<file path="src/rtl/fetch_pkg.sv">
// Shared defaults and encodings for the instruction-fetch front end.
package fetch_pkg;

  localparam int unsigned DATA_W_DEFAULT   = 32;
  localparam int unsigned ADDR_W_DEFAULT   = 32;
  localparam int unsigned DEPTH_DEFAULT    = 4;
  localparam int unsigned PC_STEP_DEFAULT  = 1;
  localparam logic [31:0] RESET_PC_DEFAULT = 32'h0000_0000;

  // Instruction decode sees whenever the queue is empty.
  localparam logic [31:0] NOP_INSTR        = 32'h0000_0000;

endpackage

</file>
<file path="src/rtl/fifo_sync.sv">
// Circular synchronous FIFO with synchronous clear and an occupancy count.
module fifo_sync #(
  parameter int unsigned WIDTH = 8,
  parameter int unsigned DEPTH = 4
) (
  input  logic                       clk,
  input  logic                       rst_n,
  input  logic                       clr_i,
  input  logic                       wr_en_i,
  input  logic [WIDTH-1:0]           wr_data_i,
  input  logic                       rd_en_i,
  output logic [WIDTH-1:0]           rd_data_o,
  output logic [$clog2(DEPTH+1)-1:0] count_o
);

  localparam int unsigned PTR_W = $clog2(DEPTH);
  localparam int unsigned CNT_W = $clog2(DEPTH+1);

  logic [WIDTH-1:0] mem_q [DEPTH];
  logic [PTR_W-1:0] wr_ptr_q, wr_ptr_d;
  logic [PTR_W-1:0] rd_ptr_q, rd_ptr_d;
  logic [CNT_W-1:0] count_q, count_d;
  logic             do_wr;
  logic             do_rd;

  // Pointer and count update; clear beats any push or pop in the same cycle.
  always_comb begin
    do_wr    = wr_en_i & (count_q != CNT_W'(DEPTH));
    do_rd    = rd_en_i & (count_q != '0);
    wr_ptr_d = wr_ptr_q;
    rd_ptr_d = rd_ptr_q;
    count_d  = count_q;
    if (clr_i) begin
      wr_ptr_d = '0;
      rd_ptr_d = '0;
      count_d  = '0;
    end else begin
      if (do_wr) wr_ptr_d = wr_ptr_q + PTR_W'(1);
      if (do_rd) rd_ptr_d = rd_ptr_q + PTR_W'(1);
      case ({do_wr, do_rd})
        2'b10:   count_d = count_q + CNT_W'(1);
        2'b01:   count_d = count_q - CNT_W'(1);
        default: count_d = count_q;
      endcase
    end
  end

  // Control state register.
  always_ff @(posedge clk or negedge rst_n) begin
    if (!rst_n) begin
      wr_ptr_q <= '0;
      rd_ptr_q <= '0;
      count_q  <= '0;
    end else begin
      wr_ptr_q <= wr_ptr_d;
      rd_ptr_q <= rd_ptr_d;
      count_q  <= count_d;
    end
  end

  // Storage array, intentionally not reset.
  always_ff @(posedge clk) begin
    if (do_wr && !clr_i) mem_q[wr_ptr_q] <= wr_data_i;
  end

  assign rd_data_o = mem_q[rd_ptr_q];
  assign count_o   = count_q;

endmodule

</file>
<file path="src/rtl/fetch_queue.sv">
// Instruction-fetch front end: PC, credit-based prefetch into a small queue,
// and redirect handling that drops every wrong-path instruction.
module fetch_queue
  import fetch_pkg::*;
#(
  parameter int unsigned       DATA_W   = DATA_W_DEFAULT,
  parameter int unsigned       ADDR_W   = ADDR_W_DEFAULT,
  parameter int unsigned       DEPTH    = DEPTH_DEFAULT,
  parameter int unsigned       PC_STEP  = PC_STEP_DEFAULT,
  parameter logic [ADDR_W-1:0] RESET_PC = ADDR_W'(RESET_PC_DEFAULT)
) (
  input  logic                       clk,
  input  logic                       rst,
  output logic                       imem_req,
  output logic [ADDR_W-1:0]          imem_addr,
  input  logic [DATA_W-1:0]          imem_data,
  input  logic                       redirect_valid,
  input  logic [ADDR_W-1:0]          redirect_addr,
  input  logic                       deq_ready,
  output logic                       deq_valid,
  output logic [DATA_W-1:0]          deq_instr,
  output logic [ADDR_W-1:0]          deq_pc4,
  output logic [$clog2(DEPTH+1)-1:0] count
);

  localparam int unsigned CNT_W = $clog2(DEPTH+1);
  localparam int unsigned CRD_W = CNT_W + 1;
  localparam int unsigned ENT_W = DATA_W + ADDR_W;

  logic [ADDR_W-1:0] fetch_pc_q, fetch_pc_d;
  logic [ADDR_W-1:0] inflight_pc_q, inflight_pc_d;
  logic              inflight_q, inflight_d;
  logic              deq_fire;
  logic [CRD_W-1:0]  credit_use;
  logic              fifo_wr;
  logic              fifo_rd;
  logic [ENT_W-1:0]  fifo_wdata;
  logic [ENT_W-1:0]  fifo_rdata;
  logic [CNT_W-1:0]  fifo_count;

  // Credit check, PC advance, redirect priority and head masking.
  always_comb begin
    deq_valid     = (fifo_count != '0);
    deq_fire      = deq_valid & deq_ready;
    // Slots already spoken for: stored + in flight - leaving this cycle.
    credit_use    = CRD_W'(fifo_count) + CRD_W'(inflight_q) - CRD_W'(deq_fire);
    imem_req      = rst & ~redirect_valid & (credit_use < CRD_W'(DEPTH));
    imem_addr     = fetch_pc_q;

    fetch_pc_d    = fetch_pc_q;
    inflight_d    = 1'b0;
    inflight_pc_d = inflight_pc_q;
    if (redirect_valid) begin
      fetch_pc_d = redirect_addr;
    end else if (imem_req) begin
      inflight_d    = 1'b1;
      inflight_pc_d = fetch_pc_q;
      fetch_pc_d    = fetch_pc_q + ADDR_W'(PC_STEP);
    end

    // A redirect drops the response in flight and empties the queue.
    fifo_wr    = inflight_q & ~redirect_valid;
    fifo_rd    = deq_fire & ~redirect_valid;
    fifo_wdata = {imem_data, inflight_pc_q + ADDR_W'(PC_STEP)};

    deq_instr  = deq_valid ? fifo_rdata[ENT_W-1 -: DATA_W] : DATA_W'(NOP_INSTR);
    deq_pc4    = deq_valid ? fifo_rdata[ADDR_W-1:0] : '0;
    count      = fifo_count;
  end

  // Fetch PC and in-flight tracking registers.
  always_ff @(posedge clk or negedge rst) begin
    if (!rst) begin
      fetch_pc_q    <= RESET_PC;
      inflight_q    <= 1'b0;
      inflight_pc_q <= '0;
    end else begin
      fetch_pc_q    <= fetch_pc_d;
      inflight_q    <= inflight_d;
      inflight_pc_q <= inflight_pc_d;
    end
  end

  fifo_sync #(
    .WIDTH (ENT_W),
    .DEPTH (DEPTH)
  ) u_fifo (
    .clk       (clk),
    .rst_n     (rst),
    .clr_i     (redirect_valid),
    .wr_en_i   (fifo_wr),
    .wr_data_i (fifo_wdata),
    .rd_en_i   (fifo_rd),
    .rd_data_o (fifo_rdata),
    .count_o   (fifo_count)
  );

endmodule
</file>
<file path="config.mk">
export PLATFORM = sky130hd
export DESIGN_NAME = fetch_queue
export DESIGN_NICKNAME = d
export VERILOG_FILES = /design/src/rtl/fetch_pkg.sv /design/src/rtl/fifo_sync.sv /design/src/rtl/fetch_queue.sv
export SDC_FILE = /design/constraint.sdc
export NUM_CORES = 1
export LEC_CHECK = 0
export CAP_MARGIN = 5
export CORE_ASPECT_RATIO = 0.5
export CORE_MARGIN = 8
export CORE_UTILIZATION = 40
export DETAILED_ROUTE_END_ITERATION = 10
export MAX_ROUTING_LAYER = met4
export PLACE_DENSITY = 0.63
export RECOVER_POWER = 25
export SLEW_MARGIN = 20
export SYNTH_ARGS = -nofsm -noshare
export SYNTH_HDL_FRONTEND = slang
export SYNTH_SLANG_ARGS = --single-unit
</file>
<file path="constraint.sdc">
create_clock -name clk -period 7.4 [get_ports clk]
set_input_delay 1.48 -clock clk [delete_from_list [all_inputs] [get_ports clk]]
set_output_delay 1.48 -clock clk [all_outputs]
set_load 0.05 [all_outputs]
</file>
==> results of run 1 <==
-- power groups by stage --
stage | Combinational [W] | Sequential (W) | Clock (W)
floorplan | 0.00181 | 0.00259 | 0
global placement | 0.00268 | 0.00259 | 0
detailed placement | 0.00271 | 0.00260 | 0
CTS | 0.00272 | 0.00257 | 0.00176
global route | 0.00283 | 0.00260 | 0.00183
finish | 0.00266 | 0.00256 | 0.00172
-- worst reg2reg max path: cells and delay by family (launching register included) --
kind	cells	cell delay, ns
and+or+nand+nor	5	1.51
AOI/OAI and AO/OA	1	0.24
DFF	1	0.46
buffers and inverters	5	0.88
adders and majority gates	2	0.40
muxes	1	0.42
-- routing by layer --
layer | vias to the layer above | wire length, um | track usage
li1 | 3645 | - | -
met1 | 4123 | 13500 | 0.179
met2 | 135 | 16400 | 0.276
met3 | 54 | 1050 | 0.0271
met4 | 0 | 750 | 0.0468
met5 | - | 0 | -
-- final cells by class --
class | count | share of cell area
sequential | 328 | 0.551
multi-input combinational | 464 | 0.243
timing repair buffer | 181 | 0.102
clock buffer | 39 | 0.0542
tap | 475 | 0.0345
clock inverter | 23 | 0.0118
inverter | 15 | 0.00327
antenna | 2 | 0.000290
-- sequential cells by signal (all words and copies together), names as in the netlist --
| signal | flops |
|---|---|
| u_fifo.rd_ptr_q | 2 |
| inflight_pc_q | 32 |
| imem_addr | 32 |
| inflight_q | 1 |
| u_fifo.wr_ptr_q | 2 |
| u_fifo.count_o | 3 |
| u_fifo.mem_q | 256 |
-- metrics by stage --
| stage | util | power [W] | std cells | worst slack, ns |
|---|---|---|---|---|
| floorplan | - | 0.00440 | 845 | 2.39 |
| global placement | 0.469 | 0.00527 | 1463 | 1.41 |
| detailed placement | 0.469 | 0.00531 | 1463 | 1.31 |
| CTS | 0.502 | 0.00704 | 1525 | 1.30 |
| global route | 0.502 | 0.00725 | 1527 | 0.736 |
| finish | 0.502 | 0.00694 | 1527 | 1.29 |
-- kinds of logic after synthesis --
family,after synthesis,synth area share
AND/OR/NAND/NOR,227,0.0910
AO/OA/AOI/OAI,76,0.0358
multiplexers,97,0.130
flip-flops,328,0.682
buffers and inverters,53,0.0174
adder cells (fa/ha/maj),10,0.00953
XOR/XNOR,54,0.0340
-- cells in the mapped netlist, types with 7 or more instances --
master     number
o21ai_0        32
and2_1         72
ha_1            9
edfxtp_1      256
dfrtp_1        72
nor2_1         24
mux4_2         64
xnor2_1        35
xor2_1         19
buf_2           8
nand4_1        17
nand2_1        47
inv_1          15
and3_1         17
mux2_2         31
clkbuf_1       22
nand3_1        15
o2111ai_1       7
a31oi_1        12
-- worst paths after layout --
check                                              startpoint                              to  slack, ns  cells past startpoint
worst max-delay path                                deq_ready                        imem_req       1.29                     14
worst min-delay path            inflight_pc_q[31]$_DFFE_PN0P_   inflight_pc_q[31]$_DFFE_PN0P_       0.53                      1
worst max register to register  u_fifo.count_o[0]$_DFFE_PN0P_   inflight_pc_q[13]$_DFFE_PN0P_       3.38                     14
worst min register to register  inflight_pc_q[31]$_DFFE_PN0P_   inflight_pc_q[31]$_DFFE_PN0P_       0.53                      1
max in group asynchronous                                 rst  u_fifo.rd_ptr_q[0]$_DFFE_PN0P_       1.83                      2
min in group asynchronous                                 rst        imem_addr[1]$_DFFE_PN0P_       2.84                      2
==> impl_metrics.py, run 1 <==
metrics = {
    "floorplanning": {
        "pin_count": 169,
        "initial_core_util": 0.405,
        "die_y_um": 148,
        "die-area_um2": 41400,
        "rows": 48,
        "core_um2": 34400,
        "die_x_um": 280,
    },
    "routing": {
        "wl_per_cell_um": 20.7,
        "routed_wl_um": 31700,
        "via_count": 7957,
        "remaining_drc_errors": 0,
        "dr.pass1.iters": 5,
        "via_per_inst": 5.21,
        "drt_iter0_markers": 374,
        "ant_nets": 0,
    },
    "sta": {
        "maxSlewHeadroom": -1.62,
        "drv_slew": 126,
        "setup_viol": 0,
        "worst_pin_slew_ns": 3.93,
        "hold_viol_final": 0,
        "grt_setup_unrepaired": "false",
        "hold_slack_ns": 0.533,
        "fmax_ghz": 0.164,
        "fin_crit_ns": 6.11,
        "finalCritPeriodShare": 0.826,
        "setup_tns_ns": 0,
        "skew_ns": 0.0156,
    },
    "synthesis": {
        "synth_cells": 845,
        "avgSynthCellArea_um2": 16.5,
        "synthesis.area_um2": 13900,
        "yosys_warnings": 0,
        "yosysTopAreaCell": "edfxtp_1",
        "ys.flop_type": "edfxtp_1",
        "seq_area_frac_synth": 0.682,
        "ys_seq_elements": 328,
        "syn_nets": 923,
        "synth.distinct_cells": 56,
        "synthArstFlopShare": 0.220,
        "synth.area.top_cells": "edfxtp_1 (55%), dfrtp_1 (13%), mux4_2 (10%)",
        "yosysTopAreaCellShare": 0.553,
        "synth_edf_count": 256,
    },
    "clock_network": {
        "clockBufferDepth": 3,
        "cts_root_buf": "clkbuf_16",
        "numCtsBuffers": 34,
        "cts-resized-gates": 0,
        "cts_tree": "yes",
        "cts_sinks": 328,
        "clk_pin_slew_ns": 0.06,
        "cts_setup_buffers": 0,
        "clk-insertion-delay-late_ns": 0.51,
        "htreeDepth": 2,
        "hold_buffers": 0,
    },
    "outcome": {
        "status": "finished, violations left",
        "violations": "max-capacitance violations, max-slew violations",
    },
    "cells_and_area": {
        "postLayoutCellArea_um2": 17200,
        "final_common_cell": "edfxtp_1",
        "drive_gt1_frac": 0.170,
        "areaGrowthSynthToFinish_pct": 23.9,
        "multiInputGateArea_um2": 4190,
        "final_cell_mix": "edfxtp_1 (256), clkdlybuf4s50_1 (133), and2_1 (72)",
        "n_fill_cell": 2844,
        "final-seq-area_um2": 9490,
        "nets": 1102,
    },
    "global_routing": {
        "grt_pass1_vias": 8582,
        "grt_max_degree": 75,
        "gr-usage-all-layers": 0.155,
        "global_route.overflow_total": 0,
        "grt_pass1_wl_um": 48800,
        "antenna_found_initial": 3,
    },
    "power": {
        "power.leakage_nw": 5.76,
        "clkPwrFrac": 0.248,
        "combPwrFrac": 0.383,
        "swShare": 0.373,
        "internal-power_w": 0.00435,
        "pwr-share-seq": 0.369,
        "powerDensity_nw_per_um2": 403,
        "ir_worst_vdd_mv": 0.180,
        "switching_power_w": 0.00259,
    },
    "critical_path": {
        "critPathMaxStageDelay_ns": 0.46,
        "arrival_ns": 4.63,
        "cp_max_fo": 31,
        "cp_slowest_cell": "clkdlybuf4s50_1",
        "path_class": "in2out",
        "crit_path_frequent_cell": "inv_1",
        "setup.worst_path.start_class": "input port",
        "crit_chain": "clkdlybuf4s50_1 -> nand2_1 -> inv_1 -> ha_1 -> inv_1 -> ha_1 -> and3b_2 -> nor4_1 -> buf_4 -> o21ai_0 -> nand2b_1 -> inv_1 -> buf_4 -> buf_12",
        "worstSetupEndpointType": "primary output",
        "path_buf_inv": 7,
        "crit_required_ns": 5.92,
        "critPathTopFamily": "buffers and inverters",
    },
    "place": {
        "dpl_cell_area_um2": 16100,
        "hpwl_um": 20200,
        "place_congestion": 0.825,
        "portBuffers": 168,
    },
    "job": {
        "max_cap_violations": 2,
    },
    "min_path": {
        "hold_class": "reg2reg",
    },
}
Note: power is estimated with default switching activity, not from simulation.
==> run 2: changes to the inputs <==
==> constraint.sdc (replaced) <==
create_clock -name clk -period 5.8 [get_ports clk]
set_input_delay 1.16 -clock clk [delete_from_list [all_inputs] [get_ports clk]]
set_output_delay 1.16 -clock clk [all_outputs]
set_load 0.05 [all_outputs]
==> impl_metrics.py, run 2 (synthesized netlist as in run 1, its figures left out) <==
metrics = {
    "floorplanning": {
        "die_x_um": 280,
        "die-area_um2": 41400,
        "initial_core_util": 0.405,
        "core_um2": 34400,
        "pin_count": 169,
        "rows": 48,
        "die_y_um": 148,
    },
    "critical_path": {
        "cp_max_fo": 11,
        "crit_required_ns": 4.64,
        "reg2reg_depth": 14,
        "reg2reg_slack_ns": 1.80,
        "worstSetupEndpointType": "primary output",
        "rr_startpoint": "u_fifo.count_o[0]$_DFFE_PN0P_",
        "arrival_ns": 3.86,
        "rr_endpoint": "inflight_pc_q[7]$_DFFE_PN0P_",
        "path_class": "in2out",
        "setup.worst_path.start_class": "input port",
    },
    "sta": {
        "skew_ns": 0.0123,
        "setup_tns_ns": 0,
        "setup_viol": 0,
        "fmax_ghz": 0.199,
        "drv_slew": 39,
        "grt_setup_unrepaired": "false",
        "fin_crit_ns": 5.02,
        "worst_pin_slew_ns": 1.91,
        "finalCritPeriodShare": 0.865,
        "hold_viol_final": 0,
        "maxSlewHeadroom": -0.275,
    },
    "power": {
        "p_total_w": 0.00883,
        "powerDensity_nw_per_um2": 511,
        "ir_worst_vdd_mv": 0.276,
        "power.leakage_nw": 5.78,
    },
    "cells_and_area": {
        "largest_reg_flops": 256,
        "final_common_cell": "edfxtp_1",
        "final_cell_mix": "edfxtp_1 (256), clkdlybuf4s50_1 (133), and2_1 (72)",
        "largest_register": "u_fifo.mem_q",
        "drive_gt1_frac": 0.175,
        "areaGrowthSynthToFinish_pct": 24.1,
        "stdcell_count": 1526,
        "postLayoutCellArea_um2": 17300,
        "nets": 1104,
    },
    "routing": {
        "wl_per_cell_um": 20.8,
        "via_per_inst": 5.21,
        "dr.pass1.iters": 4,
        "via_count": 7949,
        "remaining_drc_errors": 0,
        "ant_nets": 0,
        "routed_wl_um": 31800,
        "drt_iter0_markers": 562,
    },
    "place": {
        "dpl_cell_area_um2": 16200,
        "dp.cells": 1469,
        "portBuffers": 168,
        "hpwl_um": 21100,
        "place_congestion": 0.869,
    },
    "min_path": {
        "hold_class": "reg2reg",
        "min_to": "inflight_pc_q[31]$_DFFE_PN0P_",
        "hold-path-cell-count": 1,
        "min_from": "inflight_pc_q[31]$_DFFE_PN0P_",
    },
    "global_routing": {
        "global_route.overflow_total": 0,
        "grt_max_degree": 66,
        "gr-usage-all-layers": 0.157,
        "grt_pass1_wl_um": 49200,
        "grt_pass1_vias": 8469,
        "antenna_found_initial": 0,
    },
    "clock_network": {
        "cts-resized-gates": 0,
        "clk-insertion-delay-late_ns": 0.56,
        "cts_sinks": 328,
        "htreeDepth": 1,
        "cts_root_buf": "clkbuf_16",
        "cts_tree": "yes",
        "cts_setup_buffers": 0,
        "numCtsBuffers": 30,
        "clockBufferDepth": 3,
        "hold_buffers": 0,
        "clk_pin_slew_ns": 0.06,
    },
    "outcome": {
        "status": "finished, violations left",
        "violations": "max-capacitance violations, max-slew violations",
    },
    "job": {
        "max_cap_violations": 1,
    },
}
==> run 2: power by group <==
part	switching, W	internal [W]	leakage [nW]	total (W)
sequential	0.000338	0.00296	3.17	0.00330
combinational	0.00206	0.00132	2.09	0.00338
clock	0.000856	0.00129	0.519	0.00215
==> run 2: worst max-delay path: stages <==
cell and delay (ns):
clkdlybuf4s50_1 0.45, nand2_1 0.14, inv_1 0.15, ha_1 0.16
inv_1 0.04, ha_1 0.25, and3b_2 0.23, nor4_1 0.26
buf_4 0.23, o21ai_0 0.12, nand2b_1 0.31, inv_1 0.18
buf_12 0.16
==> run 2: through the flow <==
step	hold WS (ns)	util	setup WS [ns]
after floorplan	0.502	-	1.43
after global placement	0.526	0.471	0.928
after detailed placement	0.531	0.471	0.907
after CTS	0.536	0.503	0.892
after global routing	0.572	0.503	0.552
final	0.539	0.503	0.783
==> run 2: final cells by class <==
cell class	count	area, um2
Timing Repair Buffer	187	1860
Fill cell	2902	17100
Tap cell	475	594
Clock buffer	37	798
Inverter	15	56.3
Clock inverter	19	278
Sequential cell	328	9490
Antenna cell	1	2.50
Multi-Input combinational cell	464	4190
==> run 2: how the worst max path moves through the flow <==
stage                                              from        to  slack, ns
after global routing      u_fifo.count_o[0]$_DFFE_PN0P_  imem_req       0.55
final                                         deq_ready  imem_req       0.78
after global placement                        deq_ready  imem_req       0.93
after detailed placement                      deq_ready  imem_req       0.91
after floorplan                               deq_ready  imem_req       1.43
after CTS                                     deq_ready  imem_req       0.89
==> run 2: per-layer routing <==
layer | GRT usage | share of wire | vias to the layer above
met5 | - | 0 | -
met4 | 0.0354 | 0.021 | 0
met3 | 0.0241 | 0.037 | 42
met2 | 0.278 | 0.53 | 163
met1 | 0.189 | 0.42 | 4100
li1 | - | - | 3644
